### src/rtl/i2c_config_sequencer_pkg.sv
// Shared types and frame constants for the I2C register-table sequencer.
package i2c_pkg;

  typedef enum logic [2:0] {
    ST_IDLE,
    ST_START,
    ST_BIT,
    ST_ACK,
    ST_STOP,
    ST_GAP,
    ST_DONE,
    ST_ERR
  } state_t;

  localparam int unsigned BYTES_PER_FRAME  = 3;
  localparam int unsigned QUARTERS_PER_BIT = 4;
  localparam int unsigned GAP_QUARTERS     = 4;

endpackage

### src/rtl/i2c_config_sequencer_tick_gen.sv
// Quarter-period strobe: one i_clk-wide pulse every CLK_DIV cycles while enabled.
module i2c_tick_gen #(
  parameter int unsigned CLK_DIV = 4
) (
  input  logic i_clk,
  input  logic i_rst,
  input  logic i_clr,
  input  logic i_en,
  output logic o_q
);

  localparam int unsigned   CW   = (CLK_DIV > 1) ? $clog2(CLK_DIV) : 1;
  localparam logic [CW-1:0] LAST = CW'(CLK_DIV - 1);

  logic [CW-1:0] cnt;

  always_ff @(posedge i_clk or posedge i_rst) begin
    if (i_rst)
      cnt <= '0;
    else if (i_clr)
      cnt <= '0;
    else if (i_en)
      cnt <= (cnt == LAST) ? '0 : cnt + CW'(1);
  end

  assign o_q = i_en && !i_clr && (cnt == LAST);

endmodule

### src/rtl/i2c_config_sequencer.sv
// Walks a table of 16-bit words and writes each one to a fixed I2C slave,
// retrying NACKed words up to MAX_RETRY times.
module i2c_config_sequencer
  import i2c_pkg::*;
#(
  parameter int unsigned N_REGS    = 10,
  parameter logic [6:0]  DEV_ADDR  = 7'h1A,
  parameter int unsigned CLK_DIV   = 4,
  parameter int unsigned MAX_RETRY = 3,
  localparam int unsigned AW       = (N_REGS > 1) ? $clog2(N_REGS) : 1
) (
  input  logic          i_clk,
  input  logic          i_rst,
  input  logic          i_start,
  output logic [AW-1:0] o_rom_addr,
  input  logic [15:0]   i_rom_data,
  output logic          o_scl,
  output logic          o_sda_oe,
  input  logic          i_sda,
  output logic          o_busy,
  output logic          o_done,
  output logic          o_err,
  output logic [AW-1:0] o_err_index
);

  localparam logic [1:0]    QLAST = 2'(QUARTERS_PER_BIT - 1);
  localparam logic [1:0]    GLAST = 2'(GAP_QUARTERS - 1);
  localparam logic [1:0]    BLAST = 2'(BYTES_PER_FRAME - 1);
  localparam logic [AW-1:0] ALAST = AW'(N_REGS - 1);
  localparam logic [3:0]    RLIM  = 4'(MAX_RETRY);

  state_t        state, state_n;
  logic [1:0]    qcnt, q_n;
  logic [2:0]    bitcnt, bit_n;
  logic [1:0]    bytecnt, byte_n;
  logic [3:0]    retry, retry_n;
  logic [AW-1:0] idx, idx_n;
  logic [AW-1:0] err_idx, err_idx_n;
  logic [23:0]   shreg, sh_n;
  logic          nack, nack_n;
  logic          scl, scl_n, sda_oe, oe_n;
  logic          busy, busy_n, done, done_n, err, err_n;
  logic          tick, start_acc;

  assign start_acc = i_start && (state == ST_IDLE || state == ST_DONE || state == ST_ERR);

  i2c_tick_gen #(.CLK_DIV(CLK_DIV)) u_tick (
    .i_clk (i_clk),
    .i_rst (i_rst),
    .i_clr (start_acc),
    .i_en  (busy),
    .o_q   (tick)
  );

  always_ff @(posedge i_clk or posedge i_rst) begin
    if (i_rst) begin
      state   <= ST_IDLE;
      qcnt    <= '0;
      bitcnt  <= '0;
      bytecnt <= '0;
      retry   <= '0;
      idx     <= '0;
      err_idx <= '0;
      shreg   <= '0;
      nack    <= 1'b0;
      scl     <= 1'b1;
      sda_oe  <= 1'b0;
      busy    <= 1'b0;
      done    <= 1'b0;
      err     <= 1'b0;
    end else begin
      state   <= state_n;
      qcnt    <= q_n;
      bitcnt  <= bit_n;
      bytecnt <= byte_n;
      retry   <= retry_n;
      idx     <= idx_n;
      err_idx <= err_idx_n;
      shreg   <= sh_n;
      nack    <= nack_n;
      scl     <= scl_n;
      sda_oe  <= oe_n;
      busy    <= busy_n;
      done    <= done_n;
      err     <= err_n;
    end
  end

  always_comb begin
    state_n   = state;
    q_n       = qcnt;
    bit_n     = bitcnt;
    byte_n    = bytecnt;
    retry_n   = retry;
    idx_n     = idx;
    err_idx_n = err_idx;
    sh_n      = shreg;
    nack_n    = nack;
    busy_n    = busy;
    done_n    = done;
    err_n     = err;
    scl_n     = 1'b1;
    oe_n      = 1'b0;

    if (start_acc) begin
      state_n   = ST_START;
      q_n       = '0;
      idx_n     = '0;
      retry_n   = '0;
      err_idx_n = '0;
      nack_n    = 1'b0;
      busy_n    = 1'b1;
      done_n    = 1'b0;
      err_n     = 1'b0;
    end else if (tick) begin
      q_n = qcnt + 2'd1;
      case (state)
        ST_START: begin
          // Table word is latched a full quarter after the address settles.
          if (qcnt == 2'd1) sh_n = {DEV_ADDR, 1'b0, i_rom_data};
          if (qcnt == QLAST) begin
            state_n = ST_BIT;
            bit_n   = '0;
            byte_n  = '0;
            nack_n  = 1'b0;
          end
        end
        ST_BIT: begin
          if (qcnt == QLAST) begin
            sh_n = {shreg[22:0], 1'b0};
            if (bitcnt == 3'd7) state_n = ST_ACK;
            else                bit_n   = bitcnt + 3'd1;
          end
        end
        ST_ACK: begin
          if (qcnt == 2'd2) nack_n = i_sda;
          if (qcnt == QLAST) begin
            if (nack || bytecnt == BLAST) begin
              state_n = ST_STOP;
            end else begin
              state_n = ST_BIT;
              byte_n  = bytecnt + 2'd1;
              bit_n   = '0;
            end
          end
        end
        ST_STOP: begin
          if (qcnt == 2'd2) begin
            q_n = '0;
            if (nack) begin
              if (retry < RLIM) begin
                retry_n = retry + 4'd1;
                state_n = ST_GAP;
              end else begin
                state_n   = ST_ERR;
                err_n     = 1'b1;
                err_idx_n = idx;
                busy_n    = 1'b0;
              end
            end else if (idx == ALAST) begin
              state_n = ST_DONE;
              done_n  = 1'b1;
              busy_n  = 1'b0;
            end else begin
              idx_n   = idx + AW'(1);
              retry_n = '0;
              state_n = ST_GAP;
            end
          end
        end
        ST_GAP: begin
          if (qcnt == GLAST) state_n = ST_START;
        end
        default: ;
      endcase
    end

    // Bus levels are decoded from the upcoming quarter so they register with it.
    case (state_n)
      ST_START: begin scl_n = (q_n != 2'd3); oe_n = (q_n != 2'd0); end
      ST_BIT:   begin scl_n = q_n[1];        oe_n = ~sh_n[23];    end
      ST_ACK:   begin scl_n = q_n[1];        oe_n = 1'b0;         end
      ST_STOP:  begin scl_n = (q_n != 2'd0); oe_n = (q_n != 2'd2); end
      default:  begin scl_n = 1'b1;          oe_n = 1'b0;         end
    endcase
  end

  assign o_rom_addr  = idx;
  assign o_scl       = scl;
  assign o_sda_oe    = sda_oe;
  assign o_busy      = busy;
  assign o_done      = done;
  assign o_err       = err;
  assign o_err_index = err_idx;

endmodule

### config.mk
export PLATFORM = sky130hd
export DESIGN_NAME = i2c_config_sequencer
export DESIGN_NICKNAME = d
export VERILOG_FILES = /design/src/rtl/i2c_config_sequencer_pkg.sv /design/src/rtl/i2c_config_sequencer_tick_gen.sv /design/src/rtl/i2c_config_sequencer.sv
export SDC_FILE = /design/constraint.sdc
export NUM_CORES = 1
export LEC_CHECK = 0
export CORE_MARGIN = 1.5
export CORE_UTILIZATION = 55
export CTS_CLUSTER_SIZE = 10
export DETAILED_ROUTE_END_ITERATION = 10
export PLACE_DENSITY = 0.75
export SYNTH_ARGS = -nofsm -noshare
export SYNTH_HDL_FRONTEND = slang
export SYNTH_HIERARCHICAL = 1
export SYNTH_SLANG_ARGS = --single-unit
### constraint.sdc
create_clock -name i_clk -period 3.1 [get_ports i_clk]
set_clock_uncertainty 0.15 [all_clocks]
set_input_delay 0.62 -clock i_clk [delete_from_list [all_inputs] [get_ports i_clk]]
set_output_delay 0.62 -clock i_clk [all_outputs]
set_load 0.02 [all_outputs]
## Yosys cells after proc, flatten, opt, wreduce, memory -nomap -nowiden

Cells that the tools add are included.

- Word-level logic and storage cells: 169
- Bits of input ports: 20
- Register bits: 54

- Reductions and logical operators: 30
- Muxes and demuxes: 80
- Bitwise operators: 2
- Eq/ne operators: 34
- $lt $le $gt $ge: 1
- $add $sub $neg: 6

Operators by type and width:

| cell | count |
|---|---|
| $mux W24 | 4 |
| $mux W4 | 19 |
| $pmux W24 S2 | 1 |
| $mux W3 | 15 |
| $reduce_and A5 Y1 | 6 |
| $mux W2 | 12 |
| $mux W1 | 23 |
| $eq A3 B3 Y1 const B | 6 |
| $reduce_bool A2 Y1 | 9 |
| $ne A2 B2 Y1 const B | 8 |
| $pmux W3 S5 | 1 |
| $eq A3 B2 Y1 const B | 4 |
| $ne A3 B2 Y1 const B | 4 |
| $pmux W3 S3 | 1 |
| $reduce_bool A3 Y1 | 3 |
| $add A4 B1 Y4 const B | 2 |
| $eq A2 B2 Y1 const B | 4 |
| $reduce_and A8 Y1 | 1 |
| $add A2 B1 Y2 const B | 3 |
| $eq A3 B1 Y1 const B | 2 |
| $ne A2 B1 Y1 const B | 3 |
| $pmux W1 S3 | 2 |
| $reduce_and A6 Y1 | 1 |
| $eq A4 B4 Y1 const B | 1 |
| other kinds (13) | 18 |

## Logic depth before layout (Yosys ltp)

- Word-level depth: 12
- Mapped depth: 13
- Depth with buffers taken out: 10

## By module

The synthesis kept the hierarchy.

By module, submodules not included:

| module | cells an instance | area each (sq um) | sequential area each (sq um) | times used |
|---|---|---|---|---|
| i2c_config_sequencer | 270 | 2665.1 | 1302.5 | 1 |
| i2c_tick_gen | 11 | 111.4 | 50.0 | 1 |

## Least setup slack after synthesis

OpenSTA, ideal clock, no wires.

- Path kind: reg-to-reg
- Start point: register state[0]
- End point: register sda_oe, in the netlist o_sda_oe
- Path buffers: 3
- Data arrival time: 2.468 ns
- Required time: 2.884 ns
- Period minus slack after synthesis: 2.684 ns
- Stages on the path, launching flop included: 14
- Setup slack: 0.416 ns
- Cell sequence: dfrtp_1 buf_6 or3_4 a21bo_4 clkinv_4 buf_12 nor2_1 buf_2 nand4_1 nor2_1 o22ai_1 nor2_4 a2111oi_4 a22o_1

- Cells in the longest elaborated chain, start to end: 11

Ends and longest elaborated chain:

| item | line | text |
|---|---|---|
| start: declaration | i2c_config_sequencer.sv:32 | `state_t state, state_n;` |
| start signal: assignment | i2c_config_sequencer.sv:72 | `state <= state_n;` |
| $eq A3 B3 Y1 / $logic_not A3 Y1 (equally long branches) | i2c_config_sequencer.sv:45 | `assign start_acc = i_start && (state == ST_IDLE \|\| state == ST_DONE \|\| state == ST_ERR);` |
| $logic_or A1 B1 Y1 | i2c_config_sequencer.sv:45 |  |
| $logic_or A1 B1 Y1 (*) | i2c_config_sequencer.sv:45 |  |
| $logic_and A1 B1 Y1 (*) | i2c_config_sequencer.sv:45 |  |
| $logic_not A1 Y1 (*) | i2c_config_sequencer_tick_gen.sv:26 | `assign o_q = i_en && !i_clr && (cnt == LAST);` |
| $logic_and A1 B1 Y1 (*) (2 in a row) | i2c_config_sequencer_tick_gen.sv:26 |  |
| net tick | i2c_config_sequencer.sv:43 | `logic tick, start_acc;` |
| $mux W3 (*) | i2c_config_sequencer.sv:115 | `end else if (tick) begin` |
| $mux W3 (*) | i2c_config_sequencer.sv:105 | `if (start_acc) begin` |
| net state_n[2] | i2c_config_sequencer.sv:32 |  |
| $eq A3 B3 Y1 (tied with other cells) | i2c_config_sequencer.sv:179 | `case (state_n)` |
| $pmux W1 S3 (*) | i2c_config_sequencer.sv:179 |  |
| net oe_n | i2c_config_sequencer.sv:41 | `logic scl, scl_n, sda_oe, oe_n;` |
| end signal: assignment | i2c_config_sequencer.sv:82 | `sda_oe <= oe_n;` |
| end: declaration | i2c_config_sequencer.sv:41 |  |

The timed path passes the listed nets; every way through them passes the cells marked *.
A chain may end at the register's enable or synchronous reset.

## Worst setup path after layout

- Start point: register state[1]
- End point: register sda_oe, in the netlist o_sda_oe

- Cells in the longest elaborated chain, start to end: 11

Ends and longest elaborated chain:

| item | line | text |
|---|---|---|
| $eq A3 B3 Y1 / $logic_not A3 Y1 (equally long branches) | i2c_config_sequencer.sv:45 |  |
| $logic_or A1 B1 Y1 | i2c_config_sequencer.sv:45 |  |
| $logic_or A1 B1 Y1 (*) | i2c_config_sequencer.sv:45 |  |
| $logic_and A1 B1 Y1 (*) | i2c_config_sequencer.sv:45 |  |
| $logic_not A1 Y1 (*) | i2c_config_sequencer_tick_gen.sv:26 |  |
| $logic_and A1 B1 Y1 (*) (2 in a row) | i2c_config_sequencer_tick_gen.sv:26 |  |
| net tick | i2c_config_sequencer.sv:43 |  |
| $mux W2 (*) | i2c_config_sequencer.sv:115 |  |
| $mux W2 (*) | i2c_config_sequencer.sv:105 |  |
| net q_n[0] | i2c_config_sequencer.sv:33 | `logic [1:0] qcnt, q_n;` |
| $ne A2 B2 Y1 / $reduce_bool A2 Y1 (equally long branches) | i2c_config_sequencer.sv:183, i2c_config_sequencer.sv:180 |  |
| $pmux W1 S3 (*) | i2c_config_sequencer.sv:179 |  |
| net oe_n | i2c_config_sequencer.sv:41 |  |

Marks and branches as above.

==> results.tsv <==
metric	value	unit
ant_nets	0	
drcViolationCount	0	
final_cell_mix	dfrtp_1, nand2_1, o21ai_0, clkdlybuf4s50_1	
htreeDepth	2	
portBuffers	32	
slew_headroom	61.0	%
drtPass1Iterations	4	
die_x	74.1	µm
ir_worst_vdd	0.447	mV
filler_cell_count	389	
cts_sinks	54	
grt_start_max_net_pins	44	
cp-end-kind	flip-flop	
post-route-min-period	2780	ps
hold_violations	0	
ys_seq_area_share	48.7	%
syn2layout_area_growth	18.0	%
grt_pass1_wl	9810	µm
worstPathCellList	or3_4 > a21bo_4 > clkinv_4 > nor2_1 > buf_4 > xnor2_1 > a211oi_1 > inv_1 > a31oi_1 > a22o_1	
clockBufferDepth	2	
syn_inst	281	
grt_antenna_before_repair	0	
critical_path_peak_fanout	13	
crit_buf_inv	3	
synth_edf_count	0	
hold_path_startpoint	shreg[7]	
gp_congestion	0.861	
critPathSlowestCell	dfrtp_1	
drv_slew	0	
cpLargestDelayFamily	compound AO/OA/AOI/OAI gates	
grt_use_met3	4.47	%
layout_commonest_cell	dfrtp_1	
slowest_delay	560	ps
postSynth.asyncResetShare	100	%
coreArea	4790	µm²
root_buffer	clkbuf_8	
grt_setup_unrepaired	false	
period_share	89.8	%
setup_viol	0	
avgRoutedWirePerCell	15.2	µm
numCtsBuffers	5	
busiest_layer	met2	
antenna_cells	0	
nNetsFinal	341	
status	complete, no violations	
finalSetupTns	0	ps
r2r_start	state[1]	
gr-total-overflow	0	
start_util	58.0	%
ys_ff_latch	54	
drt_iter0_markers	150	
cts_tree	built	
worst_pin_slew	582	ps
max_freq	359	MHz
track_usage	23.0	%
hold_buffers	0	
clk_pin_slew	100	ps
cts_resized	0	
crit_start	state[1]	
grt_pass1_vias	2171	
syn_nets	308	
rows	25	
die-height	74.1	µm
placed_cells	374	
arrival	2880	ps
cap_violations	0	
r2r_slack	320	ps
grt_use_met2	37.0	%
min_path_type	flip-flop to flip-flop	
path_class	flip-flop to flip-flop	
syn_area	2780	µm²
drive_gt1_share	11.7	%
use_met1	31.5	%
synth.distinct_cells	58	
required	3200	ps
hold_ws	340	ps
start_kind	flip-flop	
post_cts_buffers	0	
p_total	0.00215	W
synth_top_flop_cell	dfrtp_1	
via_per_inst	5.75	
num_vias	2195	
clk_latency	300	ps
syn_avg_cell_area	9.88	µm²
final_cells	382	
die-area	5480	µm²
dp_hpwl	4000	µm
p_per_area	657	nW/µm²
io_pins	33	
p_leak	1.39	nW
yosysWarnings	6	
wl	5800	µm
==> worst reg2reg max path, stage by stage (launching register included) <==
cell      delay [ps]
dfrtp_1          560
or3_4            460
a21bo_4          240
clkinv_4          40
nor2_1            60
buf_4            170
xnor2_1          120
a211oi_1         520
inv_1             80
a31oi_1          160
a22o_1           160
==> metal layers <==
metal	share of wire, %	wire length, µm	vias up
met2	48	2810	59
li1	-	-	1072
met5	0	0	-
met3	4.3	247	4
met4	0.93	54	0
met1	46	2700	1060
==> sequential cells by signal, indices dropped and copies added (netlist names) <==
name and flops:
bitcnt 3, bytecnt 2, nack 1, o_busy 1, o_done 1, o_err 1
o_err_index 4, o_rom_addr 4, o_scl 1, o_sda_oe 1, qcnt 2, retry 4
shreg 24, state 3, u_tick/cnt 2
==> Yosys cell counts (5+ instances only) <==
| cell type | instances | area [µm²] |
|---|---|---|
| nor2_1 | 15 | 56.3 |
| a21oi_1 | 7 | 35.0 |
| a22o_1 | 6 | 52.6 |
| nand3_1 | 12 | 60.1 |
| dfrtp_1 | 53 | 1330 |
| buf_2 | 6 | 30.0 |
| a22oi_1 | 15 | 113 |
| nand2_1 | 39 | 146 |
| inv_1 | 11 | 41.3 |
| ha_1 | 7 | 87.6 |
| o21ai_0 | 34 | 170 |
| a31oi_1 | 5 | 31.3 |
| nand2b_1 | 8 | 50.1 |
| clkbuf_1 | 5 | 18.8 |
==> cells by family (layout without fill, tap and decap cells) <==
group | Yosys count | count (layout) | synth area share (%)
DFF | 54 | 54 | 48.7
buffers and inverters | 29 | 63 | 5.68
adders and majority gates | 7 | 7 | 3.15
xor gates and xnor gates | 2 | 2 | 0.631
muxes | 3 | 3 | 1.17
and+or+nand+nor | 97 | 97 | 18.2
AOI/OAI and AO/OA | 89 | 89 | 22.4
==> power breakdown <==
part           switching [W]  internal [W]  total, W  leakage (nW)
logic               0.000394      0.000322  0.000716         0.601
clock network       0.000231      0.000266  0.000497        0.0618
registers           0.000125      0.000815  0.000941         0.722
total               0.000750       0.00140   0.00215          1.39
==> path summary, 6_finish.rpt <==
| check | depth (start not counted) | end |
|---|---|---|
| setup reg to reg | 10 | o_sda_oe |
| hold / removal | 2 | shreg[7] |
| hold reg to reg | 2 | shreg[7] |
| setup / recovery | 10 | o_sda_oe |
| max in group asynchronous | 3 | shreg[10] |
| min in group asynchronous | 2 | u_tick/cnt[0] |
==> stage by stage <==
| step | util, % | instance area (µm²) | setup slack, ps |
|---|---|---|---|
| 2_1_floorplan | - | 2780 | 416 |
| 3_3_place_gp | 65.9 | 3160 | 288 |
| 6_report | 68.5 | 3280 | 315 |
| 3_5_place_dp | 65.9 | 3160 | 265 |
| 5_1_grt | 68.5 | 3280 | 184 |
| 4_1_cts | 68.5 | 3280 | 363 |
==> layout make-up <==
cell class,count,area [µm²],area share [%]
Sequential cell,54,1350,41.3
Inverter,12,50.0,1.53
Clock inverter,2,38.8,1.18
Multi-Input combinational cell,198,1270,38.6
Clock buffer,6,82.6,2.52
Tap cell,67,83.8,2.56
Timing Repair Buffer,43,403,12.3
No activity file was read; power rests on OpenSTA's default activity.
